`src/rtl/serial_frame_scheduler_pkg.sv`:
```
// Shared definitions for the BitBakery telemetry frame scheduler: FSM encodings,
// frame geometry and word tags used by the status-word assembly.
package serial_frame_scheduler_pkg;

  typedef enum logic [2:0] {
    ST_IDLE  = 3'd0,
    ST_LOAD  = 3'd1,
    ST_START = 3'd2,
    ST_WAIT  = 3'd3,
    ST_DONE  = 3'd4
  } state_e;

  localparam int NUM_WORDS = 4;

  localparam logic [1:0] TAG_D0 = 2'b00;
  localparam logic [1:0] TAG_D1 = 2'b01;
  localparam logic [1:0] TAG_D2 = 2'b10;
  localparam logic [1:0] TAG_D3 = 2'b11;

  function automatic logic [1:0] next_word(input logic [1:0] idx);
    return idx + 2'd1;
  endfunction

endpackage

```
`src/rtl/serial_frame_scheduler_rr_arbiter_4.sv`:
```
// Four-way round-robin pick: first requesting index at or after ptr, modulo 4.
module rr_arbiter_4 (
  input  logic [3:0] req_i,
  input  logic [1:0] ptr_i,
  output logic [1:0] grant_o,
  output logic       valid_o
);

  // Scan from the far end so the closest request to ptr is assigned last.
  always_comb begin
    grant_o = ptr_i;
    valid_o = 1'b0;
    for (int k = 3; k >= 0; k--) begin
      if (req_i[ptr_i + 2'(k)]) begin
        grant_o = ptr_i + 2'(k);
        valid_o = 1'b1;
      end
    end
  end

endmodule

```
`src/rtl/serial_frame_scheduler.sv`:
```
// Schedules the four telemetry words onto the shared UART tx core: changed,
// refreshed or forced words are sent round-robin via a start/done handshake.
module serial_frame_scheduler
  import serial_frame_scheduler_pkg::*;
#(
  parameter int REFRESH_CYCLES = 500000,
  parameter int TIMEOUT_CYCLES = 20000
) (
  input  logic       clock,
  input  logic       reset,
  input  logic [7:0] d0,
  input  logic [7:0] d1,
  input  logic [7:0] d2,
  input  logic [7:0] d3,
  input  logic       force_send,
  input  logic       tx_pronto,
  output logic       tx_partida,
  output logic [7:0] tx_dados,
  output logic       busy,
  output logic       err_timeout,
  output logic [7:0] frames_sent,
  output logic [2:0] db_estado
);

  localparam int RW = (REFRESH_CYCLES > 1) ? $clog2(REFRESH_CYCLES) : 1;
  localparam int TW = (TIMEOUT_CYCLES > 1) ? $clog2(TIMEOUT_CYCLES) : 1;

  state_e         state_q, state_d;
  logic [3:0]     dirty_q, dirty_d;
  logic [7:0]     last_sent_q [NUM_WORDS];
  logic [7:0]     last_sent_d [NUM_WORDS];
  logic [1:0]     ptr_q, ptr_d;
  logic [1:0]     sel_q, sel_d;
  logic [7:0]     tx_dados_q, tx_dados_d;
  logic [TW-1:0]  tmo_q, tmo_d;
  logic           timed_out_q, timed_out_d;
  logic           err_q, err_d;
  logic [7:0]     frames_q, frames_d;
  logic [RW-1:0]  refresh_q, refresh_d;

  logic [7:0]     d_w [NUM_WORDS];
  logic [3:0]     clr_mask, retry_mask, changed;
  logic           refresh_tick;
  logic [1:0]     grant;
  logic           grant_valid;

  assign d_w[0] = d0;
  assign d_w[1] = d1;
  assign d_w[2] = d2;
  assign d_w[3] = d3;

  rr_arbiter_4 u_arb (
    .req_i   (dirty_q),
    .ptr_i   (ptr_q),
    .grant_o (grant),
    .valid_o (grant_valid)
  );

  assign refresh_tick = (refresh_q == RW'(REFRESH_CYCLES - 1));
  assign refresh_d    = (refresh_tick || force_send) ? '0 : refresh_q + 1'b1;

  always_comb begin
    state_d     = state_q;
    sel_d       = sel_q;
    ptr_d       = ptr_q;
    tx_dados_d  = tx_dados_q;
    tmo_d       = tmo_q;
    timed_out_d = timed_out_q;
    err_d       = err_q;
    frames_d    = frames_q;
    last_sent_d = last_sent_q;
    clr_mask    = '0;
    retry_mask  = '0;

    case (state_q)
      ST_IDLE: if (|dirty_q) state_d = ST_LOAD;
      ST_LOAD: begin
        if (grant_valid) begin
          sel_d              = grant;
          tx_dados_d         = d_w[grant];
          last_sent_d[grant] = d_w[grant];
          clr_mask[grant]    = 1'b1;
          ptr_d              = next_word(grant);
          state_d            = ST_START;
        end else begin
          state_d = ST_IDLE;
        end
      end
      ST_START: begin
        tmo_d       = '0;
        timed_out_d = 1'b0;
        state_d     = ST_WAIT;
      end
      ST_WAIT: begin
        if (tx_pronto) begin
          state_d = ST_DONE;
        end else if (tmo_q == TW'(TIMEOUT_CYCLES - 1)) begin
          state_d             = ST_DONE;
          timed_out_d         = 1'b1;
          err_d               = 1'b1;
          retry_mask[sel_q]   = 1'b1;
        end else begin
          tmo_d = tmo_q + 1'b1;
        end
      end
      ST_DONE: begin
        if (sel_q == TAG_D3 && !timed_out_q) frames_d = frames_q + 8'd1;
        state_d = ST_IDLE;
      end
      default: state_d = ST_IDLE;
    endcase

    // The word being loaded is compared against its new last_sent value, i.e. itself.
    for (int i = 0; i < NUM_WORDS; i++) begin
      changed[i] = (d_w[i] != last_sent_q[i]) && !clr_mask[i];
    end
    dirty_d = (dirty_q & ~clr_mask) | changed | retry_mask | {4{refresh_tick | force_send}};
  end

  always_ff @(posedge clock or posedge reset) begin
    if (reset) begin
      state_q     <= ST_IDLE;
      dirty_q     <= 4'b1111;
      ptr_q       <= '0;
      sel_q       <= '0;
      tx_dados_q  <= '0;
      tmo_q       <= '0;
      timed_out_q <= 1'b0;
      err_q       <= 1'b0;
      frames_q    <= '0;
      refresh_q   <= '0;
      for (int i = 0; i < NUM_WORDS; i++) last_sent_q[i] <= '0;
    end else begin
      state_q     <= state_d;
      dirty_q     <= dirty_d;
      ptr_q       <= ptr_d;
      sel_q       <= sel_d;
      tx_dados_q  <= tx_dados_d;
      tmo_q       <= tmo_d;
      timed_out_q <= timed_out_d;
      err_q       <= err_d;
      frames_q    <= frames_d;
      refresh_q   <= refresh_d;
      last_sent_q <= last_sent_d;
    end
  end

  assign tx_partida  = (state_q == ST_START);
  assign tx_dados    = tx_dados_q;
  assign busy        = (state_q != ST_IDLE);
  assign err_timeout = err_q;
  assign frames_sent = frames_q;
  assign db_estado   = state_q;

endmodule

```
`config.mk`:
```
export PLATFORM = sky130hd
export DESIGN_NAME = serial_frame_scheduler
export DESIGN_NICKNAME = d
export VERILOG_FILES = /design/src/rtl/serial_frame_scheduler_pkg.sv /design/src/rtl/serial_frame_scheduler_rr_arbiter_4.sv /design/src/rtl/serial_frame_scheduler.sv
export SDC_FILE = /design/constraint.sdc
export NUM_CORES = 1
export LEC_CHECK = 0
export BUFFER_PORTS_ARGS = -buffer_cell sky130_fd_sc_hd__buf_2
export CAP_MARGIN = 0
export CORE_ASPECT_RATIO = 2
export CORE_MARGIN = 4
export CORE_UTILIZATION = 63
export CTS_BUF_LIST = sky130_fd_sc_hd__clkbuf_16
export DETAILED_ROUTE_END_ITERATION = 10
export PLACE_DENSITY = 0.89
export SKIP_LAST_GASP = 1
export SLEW_MARGIN = 10
export SYNTH_ARGS = -nofsm -noshare
export SYNTH_HDL_FRONTEND = slang
export SYNTH_SLANG_ARGS = --single-unit
```
`constraint.sdc`:
```
create_clock -name clock -period 4 [get_ports clock]
set_input_delay 0.2 -clock clock [delete_from_list [all_inputs] [get_ports clock]]
set_output_delay 0.2 -clock clock [all_outputs]
set_load 0.02 [all_outputs]
```
After elaboration in Yosys (flattened, before gate mapping)
Cells that the tools add are included.
- bits in read-only memories: 0
- logic and storage cells: 122
- RAM bits: 0
- input port bits: 36
- bits in latches: 0
- memories: 0
- register bits: 95
- output and inout bits: 22
- $mul: 0
- $add $sub $neg: 7
- mux-type cells: 43
- equality and inequality tests: 16
- bitwise gates (word level): 8
- order comparisons: 10
- reduce and logical (&&, ||, !) cells: 24
- divide/modulo/power cells: 0
- shifts and indexed selects: 0
- operators with widths (operator ; number):
    $bwmux W32 ; 1
    $ne A8 B8 Y1 ; 4
    $mux W15 ; 2
    $pmux W15 S2 ; 1
    $mux W8 ; 3
    $mux W4 ; 5
    $add A19 B1 Y19 const B ; 1
    $eq A19 B19 Y1 const B ; 1
    $mux W19 ; 1
    $lt A2 B3 Y1 const B ; 6
    $bmux W8 S2 ; 1
    $demux W8 S2 ; 1
    $add A15 B1 Y15 const B ; 1
    $eq A15 B15 Y1 const B ; 1
    $mux W1 ; 12
    $or A4 B4 Y4 ; 3
    $pmux W3 S4 ; 1
    $mux W2 ; 5
    $mux W3 ; 3
    $reduce_and A3 Y1 ; 3
    $add A8 B1 Y8 const B ; 1
    $bmux W1 S2 ; 4
    $logic_and A1 B1 Y1 ; 8
    $ne A2 B2 Y1 const B ; 4
    other kinds (24) ; 35

Logic depth before layout (Yosys ltp)
- depth after elaboration: 18
- gate-level depth with buffers: 8
- mapped depth without buffers: 6

By module
Synthesis repeated with hierarchy kept, for this count alone.
- cells, all modules: 436
- area, all modules: 4927.2 µm²
- modules (own cells, without submodules) (module ; seq. area each (µm²) ; area an instance (µm²) ; cells an instance ; times used):
    serial_frame_scheduler ; 2382.3 ; 4827.1 ; 420 ; 1
    rr_arbiter_4 ; 0.0 ; 100.1 ; 16 ; 1

Worst setup path after synthesis
OpenSTA, ideal clock, no wires.
- path kind: reg2reg
- from: register dirty_q[3]
- to: register last_sent_q[23] (netlist name)
- library setup time: 135 ps
- stages on the path, launching flop included: 9
- slack: 1975 ps
- clock period less this slack: 2025 ps
- data arrival time: 1890 ps
- required time: 3865 ps
- path buffers: 3
- path through: dfstp_2 > nor2b_1 > o21a_1 > buf_2 > or4_1 > buf_2 > buf_2 > o21ai_1 > o31ai_1
- word-level cells in the longest chain between the ends: 12
- elaborated cells on any way between the ends: 27
- classes of those cells: order compare: 2; mux: 22; bitwise: 1; reduce/logical: 2
- ends and longest elaborated chain (element ; RTL line ; source):
    start: declaration ; serial_frame_scheduler.sv:29 ; logic [3:0] dirty_q, dirty_d;
    start signal: assignment ; serial_frame_scheduler.sv:135 ; dirty_q <= dirty_d;
    $bmux W1 S2 ; serial_frame_scheduler_rr_arbiter_4.sv:14 ; if (req_i[ptr_i + 2'(k)]) begin
    $mux W1 (implied by the code) ; serial_frame_scheduler_rr_arbiter_4.sv:14 ;
    $mux W2 (4 in a row) ; serial_frame_scheduler_rr_arbiter_4.sv:14 ;
    $not A2 Y3 (implied by the code) ; serial_frame_scheduler.sv:81 ; last_sent_d[grant] = d_w[grant];
    $ge A3 B3 Y1 (implied by the code) / $lt A3 B1 Y1 (equally long branches) ; serial_frame_scheduler.sv:81 ;
    $logic_and A1 B1 Y1 (implied by the code) ; serial_frame_scheduler.sv:81 ;
    $mux W8 (implied by the code) ; serial_frame_scheduler.sv:81 ;
    $demux W8 S2 ; serial_frame_scheduler.sv:81 ;
    $bwmux W32 ; serial_frame_scheduler.sv:81 ;
    end signal: assignment ; serial_frame_scheduler.sv:144 ; last_sent_q <= last_sent_d;
    end: declaration ; serial_frame_scheduler.sv:30 ; logic [7:0] last_sent_q [NUM_WORDS];
Several ways; a longest one is shown, not always the timed one. The select of a mux whose other input is x is not followed.
A chain may end at the register's enable or synchronous reset.

Worst setup path after layout
- from: register dirty_q[2]
- to: register last_sent_q[22] (netlist name)
Same word-level chain as after synthesis.

==> results.toml <==
[status]
status = "finished clean"

[timing]
hold_viol_final = 0
setup_viol = 0
clock_skew_ns = 0.00351
finalMaxSlewViolations = 0
worstMarginPinSlew_ns = 1.18
finalHoldWorstSlack_ns = 0.0101
period_share = 0.731
rsz0062_at_grt = "false"
max_freq_mhz = 342
finalSetupTns_ns = 0
period_needed_ns = 2.93
slew_headroom = 0.213
layout_setup_ws_ns = 1.07

[finish]
fin_util = 0.723
fin_nets = 599
layout-drive-gt1-share = 0.172
antenna_cells = 0
area_growth_syn_to_layout_pct = 12.5
fill_cells = 561
stdcell_count = 661
final_area_um2 = 5740

[placement]
place_inst = 645
gp_congestion = 0.927
port_buffers = 57
dp_hpwl_um = 9090
place_area_um2 = 5440
preCtsSetupSlack_ns = 1.17

[setup_path]
crit_arrival_ns = 3.16
path_class = "register to register"
crit_required_ns = 4.24
critPathLaunchType = "register"
cp_slowest_stage_delay_ns = 1.02
crit_slowest_cell = "or4_1"
endpoint_kind = "register"
critPathMaxFanout = 35
cp.buffers_inverters = 0
cp_top_family = "simple AND/OR/NAND/NOR gates"
worstPathCellList = "nor2b_1 > o21a_1 > or4_1 > o21ai_0 > o31ai_1"

[routing]
drtIter0Drc = 473
drc = 0
wl_per_cell_um = 19.0
viasPerCell = 6.55
drtAntennaViolNets = 0
vias = 4331
routed_wl_um = 12600
firstDrtPassIters = 5

[job]
maxCapViolCount = 0

[logic_synthesis]
synth_edf_count = 0
ys_warn_count = 0
synth_area_leader_cell = "dfrtp_1"
synthArstFlopShare = 1.00
ys.flop_type = "dfrtp_1"
seq_area_frac_synth = 0.467
synth_common_cells = "91 x dfrtp_1, 47 x xnor2_1, 46 x o31ai_1"
yosysUniqueCellTypes = 54
netlist_area_um2 = 5100
ys_ff_latch = 95
avgSynthCellArea_um2 = 9.85
syn_nets = 557
synth_top_area_share = 0.446
synth.area.top_cells = "dfrtp_1 45%, xnor2_1 8.1%, o31ai_1 6.8%"
syn_inst = 518
yosysMostFrequentCell = "dfrtp_1"

[cts]
postCtsSetupBuffers = 0
clkTransAtPathRegs_ns = 0.06
cts_resized = 0
cts.sinks = 95
clock_path_buffers = 2
cts_tree = "yes"
worstSkewPairLatency_ns = 0.34
cts_root_buf = "clkbuf_16"
numCtsBuffers = 9
htreeDepth = 3
cts_hold_buf = 0

[grt]
gr-total-overflow = 0
grt_util_all_layers = 0.276
grt_antenna_before_repair = 0
grt_pass1_vias = 4229
grt_pass1_wl_um = 20900
grt_max_degree = 67

[power]
powerDensity_nw_per_um2 = 712
leakagePower_nw = 2.37
power.total_mw = 4.09
peakVddDrop_mv = 0.555

[floorplanning]
dieHeight_um = 135
die_w_um = 71.6
start_util = 0.642
io_pins = 58
coreArea_um2 = 7940
std_cell_rows = 46
fp.dieArea_um2 = 9690

[hold_path]
hold_path.class = "input pin to asynchronous set/reset pin"
[sequential cells by signal, summed over array words and instances, names as in the netlist, 2 cells and up]
signal and flops:
db_estado 3, dirty_q 4, tx_dados 8, refresh_q 19, ptr_q 2, frames_sent 8
tmo_q 15, sel_q 2, last_sent_q 32
[cells by family (layout without fill, tap and decap cells)]
kind of cell,after synthesis,count (layout),synth area share
AOI/OAI and AO/OA,163,163,0.222
and+or+nand+nor,155,155,0.164
muxes,1,1,0.00221
xor gates and xnor gates,60,60,0.103
buffers and inverters,41,88,0.0343
DFF,95,95,0.467
adders and majority gates,3,3,0.00736
[layer usage]
layer	share of wire	routed length, um	up-vias	track usage
met2	0.52	6600	186	0.465
met1	0.38	4720	2075	0.323
met4	0.054	684	0	0.166
met3	0.046	573	49	0.0468
li1	-	-	2021	-
met5	0	0	-	0
[worst reg2reg max path, stage by stage, from the launching register on]
cell and delay, ns:
dfstp_2 0.58, nor2b_1 0.22, o21a_1 0.69, or4_1 1.02, o21ai_0 0.19, o31ai_1 0.12
[cell type report]
| class | count | area, um^2 | share of cell area |
|---|---|---|---|
| clock inverter | 7 | 72.6 | 0.0126 |
| multi-input combinational | 382 | 2570 | 0.447 |
| timing repair buffer | 65 | 345 | 0.0601 |
| tap | 96 | 120 | 0.0209 |
| clock buffer | 9 | 225 | 0.0392 |
| sequential | 95 | 2380 | 0.415 |
| inverter | 7 | 28.8 | 0.00501 |
[placed cells by master, fill, tap and decap left out, drive strengths merged, types with 5 or more instances in the layout]
master | synthesis | layout
nand2 | 24 | 24
xor2 | 13 | 13
nor3 | 7 | 7
o31a | 16 | 16
nor2 | 40 | 40
xnor2 | 47 | 47
dfrtp | 91 | 91
o31ai | 46 | 46
and4 | 5 | 5
buf | 11 | 65
nand3 | 23 | 23
or4 | 6 | 6
nand4 | 14 | 14
clkbuf | 23 | 9
and3 | 5 | 5
a211oi | 18 | 18
nor4 | 7 | 7
a21oi | 24 | 24
inv | 7 | 8
o21ai | 39 | 39
[final timing paths]
kind / startpoint / end / slack (ns) / cells past startpoint
worst max-delay path: dirty_q[2] / last_sent_q[22] / 1.07 / 5
worst min register to register: frames_sent[7] / frames_sent[7] / 0.47 / 1
max in group asynchronous: reset / last_sent_q[17] / 3.07 / 3
worst max register to register: dirty_q[2] / last_sent_q[22] / 1.07 / 5
min in group clock: force_send / refresh_q[2] / 0.07 / 2
worst min-delay path: reset / frames_sent[0] / 0.01 / 2
[report_power, final]
part / switching (mW) / internal, mW / leakage [nW]
Sequential: 0.233 / 1.24 / 1.23
Clock: 0.367 / 0.485 / 0.143
Combinational: 1.15 / 0.620 / 1.00
Total: 1.75 / 2.34 / 2.37
Note: power is estimated with default switching activity, not from simulation.
